--- config.mk ---
export PLATFORM = sky130hd
export DESIGN_NAME = cpu_multicycle
export DESIGN_NICKNAME = d
export VERILOG_FILES = /design/src/rtl/cpu_multicycle.sv
export SDC_FILE = /design/constraint.sdc
export NUM_CORES = 2
export LEC_CHECK = 0
export CORE_ASPECT_RATIO = 0.5
export CORE_MARGIN = 4
export CORE_UTILIZATION = 51
export DETAILED_ROUTE_END_ITERATION = 10
export PLACE_DENSITY = 0.74
export SLEW_MARGIN = 15
export SYNTH_ARGS = -nofsm -noshare
export SYNTH_HDL_FRONTEND = slang
export SYNTH_SLANG_ARGS = --single-unit
--- constraint.sdc ---
create_clock -name clk -period 5.87 [get_ports clk]
set_clock_uncertainty 0.1 [all_clocks]
set_input_delay 1.174 -clock clk [delete_from_list [all_inputs] [get_ports clk]]
set_output_delay 1.174 -clock clk [all_outputs]
set_load 0.02 [all_outputs]
--- src/rtl/cpu_multicycle.sv ---
// Multi-cycle RV32I-subset core: ready/valid instruction fetch, owned register file, retire port.
// Define CPU_RETIRE_COUNTER_EN to add the 64-bit instret retire counter output.
module cpu_multicycle #(
  parameter int              XLEN      = 32,
  parameter int              REG_COUNT = 32,
  parameter logic [XLEN-1:0] RESET_PC  = '0
) (
  input  logic            clk,
  input  logic            rst,
  output logic            imem_req_valid,
  input  logic            imem_req_ready,
  output logic [XLEN-1:0] imem_req_addr,
  input  logic            imem_rsp_valid,
  input  logic [31:0]     imem_rsp_data,
  output logic            retire_valid,
  output logic [XLEN-1:0] retire_pc,
  output logic [4:0]      retire_rd,
  output logic [XLEN-1:0] retire_data,
  output logic            halted,
  output logic            illegal
`ifdef CPU_RETIRE_COUNTER_EN
  ,
  output logic [63:0]     instret
`endif
);

  localparam int         SHW       = $clog2(XLEN);
  localparam int         RIW       = $clog2(REG_COUNT);
  localparam logic [5:0] REG_LIMIT = 6'(REG_COUNT);

  localparam logic [6:0] OPC_OP  = 7'b0110011;
  localparam logic [6:0] OPC_IMM = 7'b0010011;
  localparam logic [6:0] OPC_LUI = 7'b0110111;
  localparam logic [6:0] OPC_SYS = 7'b1110011;

  typedef enum logic [2:0] {
    FETCH_REQ,
    FETCH_WAIT,
    EXECUTE,
    WRITEBACK,
    HALT
  } state_e;

  state_e          state_reg;
  logic [XLEN-1:0] pc_reg;
  logic [31:0]     instr_reg;
  logic            halt_after_reg;
  logic [XLEN-1:0] regs [REG_COUNT];

  logic [6:0]      opcode;
  logic [4:0]      rd_idx;
  logic [4:0]      rs1_idx;
  logic [4:0]      rs2_idx;
  logic [2:0]      funct3;
  logic [6:0]      funct7;
  logic [XLEN-1:0] rs1_val;
  logic [XLEN-1:0] rs2_val;
  logic [XLEN-1:0] imm_i;
  logic [XLEN-1:0] imm_u;
  logic [XLEN-1:0] op_b;
  logic [SHW-1:0]  shamt;
  logic [XLEN-1:0] alu_res;
  logic [XLEN-1:0] pc_next;
  logic            shift_ok;
  logic            op_ok;
  logic            use_rs1;
  logic            use_rs2;
  logic            use_rd;
  logic            is_sys;
  logic            legal;
  logic            wb_we;

  function automatic logic idx_bad(input logic [4:0] idx);
    return {1'b0, idx} >= REG_LIMIT;
  endfunction

  assign opcode  = instr_reg[6:0];
  assign rd_idx  = instr_reg[11:7];
  assign funct3  = instr_reg[14:12];
  assign rs1_idx = instr_reg[19:15];
  assign rs2_idx = instr_reg[24:20];
  assign funct7  = instr_reg[31:25];

  assign rs1_val = (rs1_idx == 5'd0) ? '0 : regs[rs1_idx[RIW-1:0]];
  assign rs2_val = (rs2_idx == 5'd0) ? '0 : regs[rs2_idx[RIW-1:0]];
  assign imm_i   = XLEN'($signed(instr_reg[31:20]));
  assign imm_u   = XLEN'($signed({instr_reg[31:12], 12'h000}));
  assign op_b    = (opcode == OPC_OP) ? rs2_val : imm_i;
  assign shamt   = op_b[SHW-1:0];
  assign pc_next = pc_reg + XLEN'(4);
  assign wb_we   = (state_reg == WRITEBACK) && (retire_rd != 5'd0);

  // Shift immediates: upper funct bits must be clear except bit 30 (SRAI); bit 25 is shamt[5] only for XLEN=64.
  assign shift_ok = !instr_reg[31] && (instr_reg[29:26] == 4'd0) && ((XLEN == 64) || !instr_reg[25]);

  always_comb begin
    alu_res = '0;
    if (opcode == OPC_LUI) begin
      alu_res = imm_u;
    end else begin
      case (funct3)
        3'd0:    alu_res = (opcode == OPC_OP && funct7[5]) ? rs1_val - op_b : rs1_val + op_b;
        3'd1:    alu_res = rs1_val << shamt;
        3'd2:    alu_res[0] = $signed(rs1_val) < $signed(op_b);
        3'd3:    alu_res[0] = rs1_val < op_b;
        3'd4:    alu_res = rs1_val ^ op_b;
        3'd5:    alu_res = funct7[5] ? XLEN'($signed(rs1_val) >>> shamt) : rs1_val >> shamt;
        3'd6:    alu_res = rs1_val | op_b;
        default: alu_res = rs1_val & op_b;
      endcase
    end
  end

  always_comb begin
    op_ok   = 1'b0;
    use_rs1 = 1'b0;
    use_rs2 = 1'b0;
    use_rd  = 1'b0;
    is_sys  = 1'b0;
    case (opcode)
      OPC_OP: begin
        use_rs1 = 1'b1;
        use_rs2 = 1'b1;
        use_rd  = 1'b1;
        op_ok   = (funct7 == 7'd0) || (funct7 == 7'b0100000 && (funct3 == 3'd0 || funct3 == 3'd5));
      end
      OPC_IMM: begin
        use_rs1 = 1'b1;
        use_rd  = 1'b1;
        if (funct3 == 3'd1)      op_ok = shift_ok && !instr_reg[30];
        else if (funct3 == 3'd5) op_ok = shift_ok;
        else                     op_ok = 1'b1;
      end
      OPC_LUI: begin
        use_rd = 1'b1;
        op_ok  = 1'b1;
      end
      OPC_SYS: begin
        // Only ECALL (imm 0) and EBREAK (imm 1) with rd/rs1/funct3 all zero.
        is_sys = (instr_reg[31:21] == 11'd0) && (instr_reg[19:7] == 13'd0);
        op_ok  = is_sys;
      end
      default: op_ok = 1'b0;
    endcase
    legal = op_ok && !(use_rd && idx_bad(rd_idx)) && !(use_rs1 && idx_bad(rs1_idx))
            && !(use_rs2 && idx_bad(rs2_idx));
  end

  always_ff @(posedge clk or negedge rst) begin
    if (!rst) begin
      for (int i = 0; i < REG_COUNT; i++) regs[i] <= '0;
    end else if (wb_we) begin
      regs[retire_rd[RIW-1:0]] <= retire_data;
    end
  end

  always_ff @(posedge clk or negedge rst) begin
    if (!rst) begin
      state_reg      <= FETCH_REQ;
      pc_reg         <= RESET_PC;
      instr_reg      <= '0;
      halt_after_reg <= 1'b0;
      imem_req_valid <= 1'b0;
      imem_req_addr  <= RESET_PC;
      retire_valid   <= 1'b0;
      retire_pc      <= '0;
      retire_rd      <= '0;
      retire_data    <= '0;
      halted         <= 1'b0;
      illegal        <= 1'b0;
    end else begin
      case (state_reg)
        FETCH_REQ: begin
          if (imem_req_valid && imem_req_ready) begin
            imem_req_valid <= 1'b0;
            state_reg      <= FETCH_WAIT;
          end else begin
            imem_req_valid <= 1'b1;
          end
        end
        FETCH_WAIT: begin
          if (imem_rsp_valid) begin
            instr_reg <= imem_rsp_data;
            state_reg <= EXECUTE;
          end
        end
        EXECUTE: begin
          if (!legal) begin
            state_reg     <= HALT;
            halted        <= 1'b1;
            illegal       <= 1'b1;
            imem_req_addr <= '0;
          end else begin
            // retire_data doubles as the result register written back to rd.
            state_reg      <= WRITEBACK;
            retire_valid   <= 1'b1;
            retire_pc      <= pc_reg;
            retire_rd      <= rd_idx;
            retire_data    <= (rd_idx == 5'd0) ? '0 : alu_res;
            halt_after_reg <= is_sys;
          end
        end
        WRITEBACK: begin
          retire_valid <= 1'b0;
          retire_pc    <= '0;
          retire_rd    <= '0;
          retire_data  <= '0;
          pc_reg       <= pc_next;
          if (halt_after_reg) begin
            state_reg     <= HALT;
            halted        <= 1'b1;
            imem_req_addr <= '0;
          end else begin
            state_reg      <= FETCH_REQ;
            imem_req_valid <= 1'b1;
            imem_req_addr  <= pc_next;
          end
        end
        HALT: ;
        default: state_reg <= HALT;
      endcase
    end
  end

`ifdef CPU_RETIRE_COUNTER_EN
  always_ff @(posedge clk or negedge rst) begin
    if (!rst) instret <= '0;
    else if (state_reg == WRITEBACK) instret <= instret + 64'd1;
  end
`endif

endmodule
# Word-level counts from Yosys, hierarchy flattened

Cells that the tools add are included.

Output and inout bits: 105
Register bits: 1197
Input bits: 36

Muxes and demuxes: 44
Shift-type cells: 3
Reductions and logical operators: 35
$lt $le $gt $ge: 6
Equal/unequal tests: 21
$add $sub $neg: 3
Bitwise operators: 8

Operator list:

| operator                                                  | number |
|---|---|
| bitwise mux 1024 bit                                      | 1 |
| 2-to-1 mux 32 bit                                         | 16 |
| binary-select mux 32 bit (select 5 bit)                   | 2 |
| one-hot mux 32 bit (2 select lines)                       | 3 |
| one-hot mux 31 bit (6 select lines)                       | 1 |
| demux 32 bit (select 5 bit)                               | 1 |
| < comparator 32 bit                                       | 2 |
| adder 32 x 3 -> 32 bit (second input constant)            | 1 |
| adder 32 bit                                              | 1 |
| bitwise AND 32 bit                                        | 1 |
| OR 32 bit                                                 | 1 |
| << shifter 32 x 5 -> 32 bit                               | 1 |
| >> shifter 32 x 5 -> 32 bit                               | 1 |
| >>> shifter 32 x 5 -> 32 bit                              | 1 |
| subtractor 32 bit                                         | 1 |
| XOR 32 bit                                                | 1 |
| equality test 7 x 6 -> 1 bit (second input constant)      | 3 |
| greater-or-equal comparator 6 bit (second input constant) | 3 |
| inverter 5 -> 6 bit                                       | 3 |
| zero test 5 bit                                           | 3 |
| one-hot mux 3 bit (5 select lines)                        | 1 |
| zero test 13 bit                                          | 1 |
| equality test 3 x 2 -> 1 bit (second input constant)      | 4 |
| equality test 3 bit (second input constant)               | 4 |
| other kinds (25)                                          | 63 |

# Longest topological paths before layout

Word-level depth: 13
Gate-level depth with buffers: 27

# Worst setup path before layout

Ideal clock, no wire load.

Kind: reg-to-reg
Start: register instr_reg[20]
End: register retire_data[28]
Setup time: 0.132 ns
Clock period less this slack: 6.121 ns
Required time: 5.638 ns
Arrival: 5.888 ns
Setup slack: -0.251 ns
Buffers on the path: 8
Stages on the path, launching flop included: 26
Cells stage by stage: dfrtp_1 > buf_6 > buf_6 > buf_4 > buf_2 > buf_2 > clkbuf_1 > buf_2 > mux4_2 > mux4_2 > mux2i_1 > o21ai_0 > ha_1 > clkbuf_1 > or3_1 > nor4_1 > inv_1 > or3_1 > o22ai_1 > a32o_1 > nor4_1 > a2111oi_0 > a211oi_1 > xnor2_1 > a22oi_1 > a22oi_1

Longest elaborated chain between the ends: 13
Elaborated cells on any way between the ends: 22

RTL lines:

| item                                                  | RTL line | RTL |
|---|---|---|
| start, declared                                       | 46       | `logic [31:0] instr_reg;` |
| start signal, assigned                                | 183      | `instr_reg <= imem_rsp_data;` |
| inverter 5 -> 6 bit (implied by the code)             | 85       | `assign rs2_val = (rs2_idx == 5'd0) ? '0 : regs[rs2_idx[RIW-1:0]];` |
| binary-select mux 32 bit (select 5 bit)               | 85       |  |
| 2-to-1 mux 32 bit (implied by the code) (2 in series) | 85       |  |
| 2-to-1 mux 32 bit                                     | 85       |  |
| 2-to-1 mux 32 bit *                                   | 88       | `assign op_b = (opcode == OPC_OP) ? rs2_val : imm_i;` |
| adder 32 bit, or another cell as far along            | 102      | `3'd0: alu_res = (opcode == OPC_OP && funct7[5]) ? rs1_val - op_b : rs1_val + op_b;` |
| 2-to-1 mux 32 bit, on equally long branches           | 102, 107 |  |
| one-hot mux 31 bit (6 select lines) *                 | 101      | `case (funct3)` |
| 2-to-1 mux 32 bit *                                   | 98       | `if (opcode == OPC_LUI) begin` |
| 2-to-1 mux 32 bit *                                   | 199      | `retire_data <= (rd_idx == 5'd0) ? '0 : alu_res;` |
| 2-to-1 mux 32 bit *                                   | 188      | `if (!legal) begin` |
| one-hot mux 32 bit (2 select lines) *                 | 172      | `case (state_reg)` |
| end signal, assigned                                  | 199      |  |
| end, declared                                         | 18       | `output logic [XLEN-1:0] retire_data,` |

Mark *: on every way between the ends. The rest lies on a longest branch, timed or not. The select of a mux whose other input is x is not followed.
A chain may end at the register's enable or synchronous reset.

# Worst setup path after layout

Start: register instr_reg[20]
End: register retire_data[23]

The elaborated chain is that of the path after synthesis.

==> results.yml <==
worst_setup_path:
  setup.worst_path.start: "instr_reg[20]"
  r2r_end: "retire_data[23]"
  critPathRequiredTime_ns: 6.38
  crit_cells: 25
  critPathLaunchType: "flop"
  max_stage_delay_ns: 0.49
  crit_buf_inv: 7
  critPathTopFamily: "compound AO/OA/AOI/OAI gates"
  cpMaxStageDelayCell: "dfrtp_4"
  r2r_cells: 25
  crit_fanout: 13
  ff2ff_setup_slack_ns: 0.11
  cp.arrival_ns: 6.28
  crit_type: "reg2reg"
  endpoint_kind: "flop"
  cp-endpoint: "retire_data[23]"
  cpMostUsedCell: "buf_4"
  regToRegStartpoint: "instr_reg[20]"
timing:
  timing.fmax_mhz: 173.5
  worstMarginPinSlew_ns: 1.340
  maxSlewHeadroom_pct: 10.45
  setup_tns_ns: 0
  setup_viol: 0
  rsz0062_at_grt: "yes"
  timing.final.crit_share_pct: 98.19
  worst_hold_slack_ns: 0.2943
  maxSlewViolCount: 0
  final_hold_viol_count: 0
  period_minus_slack_ns: 5.764
  worst_slack_ns: 0.1060
route:
  drc_errors: 0
  drt_iter0_drc: 6932
  viasPerCell: 6.991
  wl_per_cell_um: 34.80
  totalWireLength_um: 269300
  antenna_left: 0
  vias: 54110
  first_pass_iters: 8
logic_synthesis:
  yosys.area.top_type: "dfrtp_1"
  synth.most_common_cell: "dfrtp_1"
  async_flop_share_pct: 100.0
  synth_mux_area_share_pct: 36.35
  synth_top_area_share_pct: 42.81
  synth_xor_area_share_pct: 0.9813
  synth_top_family_by_area: "multiplexers"
  syn_area_sq_um: 69620
  yosysUniqueCellTypes: 86
  ys_seq_elements: 1191
  synth-compound-area-share_pct: 8.057
  synthFlopType: "dfrtp_1"
  synth_common_cells: "1191 x dfrtp_1, 1026 x mux2_2, 512 x mux4_2"
  synth-edff-count: 0
  synth_area_per_cell_sq_um: 12.55
  synth_fa_ha_area_share_pct: 1.819
  seq_area_frac_synth_pct: 42.81
  synth.area.top_cells: "dfrtp_1 43%, mux2_2 17%, mux4_2 17%"
  ys_warn_count: 0
  netlist_instances: 5548
  synthSimpleGateAreaFrac_pct: 6.026
cells_and_area:
  layout-drive-gt1-share_pct: 41.24
  final_nets: 5978
  largest_reg_flops: 1024
  fin_area_sq_um: 80440
  final_util_pct: 59.62
  syn2layout_area_growth_pct: 15.54
clock_network:
  cts-root-buf: "clkbuf_16"
  clk_pin_slew_ns: 0.07
  clkSinkCount: 1191
  clockBufferDepth: 3
  h-tree-depth: 3
  cts_tree: "done"
  clk_latency_ns: 0.78
  cts_made_buffers: 106
status:
  status: "finished clean"
placement:
  port_buffers: 136
  dp_hpwl_um: 182100
  place_ws_ns: -0.4506
  postPlaceCellArea_sq_um: 75980
  gp_congestion: 1.046
die:
  core_sq_um: 134900
  ios: 141
  start_util_pct: 51.60
  die_y_um: 269.3
  dieArea_sq_um: 142800
  dieWidth_um: 530.5
  fp-row-count: 95
pwr:
  ir_worst_vdd_mv: 0.2147
  leakagePower_nw: 35.72
  powerDensity_nw_per_um2: 202.8
min_path:
  hp-class: "reg2reg"
grt:
  antenna_found_initial: 10
  grt_pass1_vias: 54330
  grt_start_max_net_pins: 155
  grt_use_total_pct: 37.07
  grt_overflow_total: 0
  grt_pass1_wl_um: 386800
run:
  cap_violations: 0
==> timing repair <==
action                                  CTS  global route
endpoints found under the setup margin   11            18
hold buffers                              0             0
resized for setup                        16            40
setup buffers                             0            28
pin swaps                                 0             9
==> layout make-up <==
class	instances	area (sq um)
antenna	11	27.53
clock buffer	150	3058
clock inverter	50	840.8
fill	10230	54470
inverter	109	411.6
multi-input combinational	3688	37470
sequential	1191	29830
tap	1794	2245
timing repair buffer	746	6558
==> layer usage <==
| metal | part of all wire [%] | vias up | global-route usage [%] |
|---|---|---|---|
| met1 | 39 | 28230 | 49.53 |
| li1 | - | 21500 | - |
| met5 | 0.062 | - | 0 |
| met2 | 43 | 3549 | 53.54 |
| met3 | 13 | 820 | 13.76 |
| met4 | 5.6 | 6 | 17.89 |
==> worst reg2reg max path, stage by stage (launching register included) <==
cell and delay, ns:
dfrtp_4 0.49, buf_12 0.20, buf_4 0.16, mux4_2 0.49
mux4_2 0.49, mux2i_1 0.15, buf_4 0.17, nor2_1 0.07
a21o_1 0.17, ha_1 0.36, o21bai_1 0.19, a21oi_1 0.14
o21ai_0 0.13, buf_4 0.16, o21a_2 0.28, a21oi_2 0.23
a41oi_2 0.18, buf_4 0.18, o21bai_1 0.14, a21oi_1 0.09
o21ai_1 0.19, xnor2_1 0.11, buf_4 0.16, a221oi_1 0.35
buf_4 0.19, nor2_1 0.05
==> worst min-delay path by stage <==
stage | startpoint | end | slack, ns | cells after the start
finish | regs[1021] | regs[1021] | 0.29 | 0
global route | regs[993] | regs[993] | 0.31 | 0
CTS | regs[1015] | regs[1015] | 0.30 | 0
detailed placement | regs[1021] | regs[1021] | 0.28 | 0
global placement | regs[1015] | regs[1015] | 0.28 | 0
floorplan | regs[1000] | regs[1000] | 0.34 | 1
==> report_power, final <==
part           leakage (nW)  switching, W  internal, W
clock                  1.88       0.00347      0.00442
sequential             16.6             0      0.00820
combinational          17.2      0.000176    0.0000381
total                  35.7       0.00365       0.0127
==> logic make-up (layout without fill, tap and decap cells) <==
family                   Yosys count  after routing
flip-flops                      1191           1191
buffers and inverters            672           1055
multiplexers                    1760           1760
AND/OR/NAND/NOR                  915            915
XOR/XNOR                          78             78
other                              1             15
AO/OA/AOI/OAI                    831            831
adder cells (fa/ha/maj)          100            100
==> stage by stage <==
stage          total power, W  instances
2_1_floorplan        0.008367       5551
3_3_place_gp         0.008574       7498
3_5_place_dp         0.008582       7498
4_1_cts               0.01636       7698
5_1_grt               0.01672       7728
6_report              0.01631       7739
==> cells in the final DEF (no fill, tap or decap), types with 16 or more instances in the layout <==
cell             count
ha_1                95
a211oi_1            30
clkbuf_8            24
a21oi_1            146
inv_1               99
mux4_2             512
nand2b_1            19
nand2_2             16
mux2i_1            220
nor3_1              46
a221oi_1            20
o211ai_1            34
mux2_2            1026
clkdlybuf4s50_1    135
nor2b_1             20
a21o_1              22
a31oi_1             19
bufinv_16           17
nand3_1             56
o22a_1              39
o21ai_1             19
nand4_1             56
o22ai_1             27
xnor2_1             55
xor2_1              23
and3_1              37
buf_12              41
nand2_1            313
buf_4              554
dfrtp_1           1183
clkbuf_1            20
nor2_4              16
nor2_1             242
o21ai_0            192
a22oi_1             70
clkbuf_16          106
a22o_1              58
Note: power is estimated with default switching activity, not from simulation.
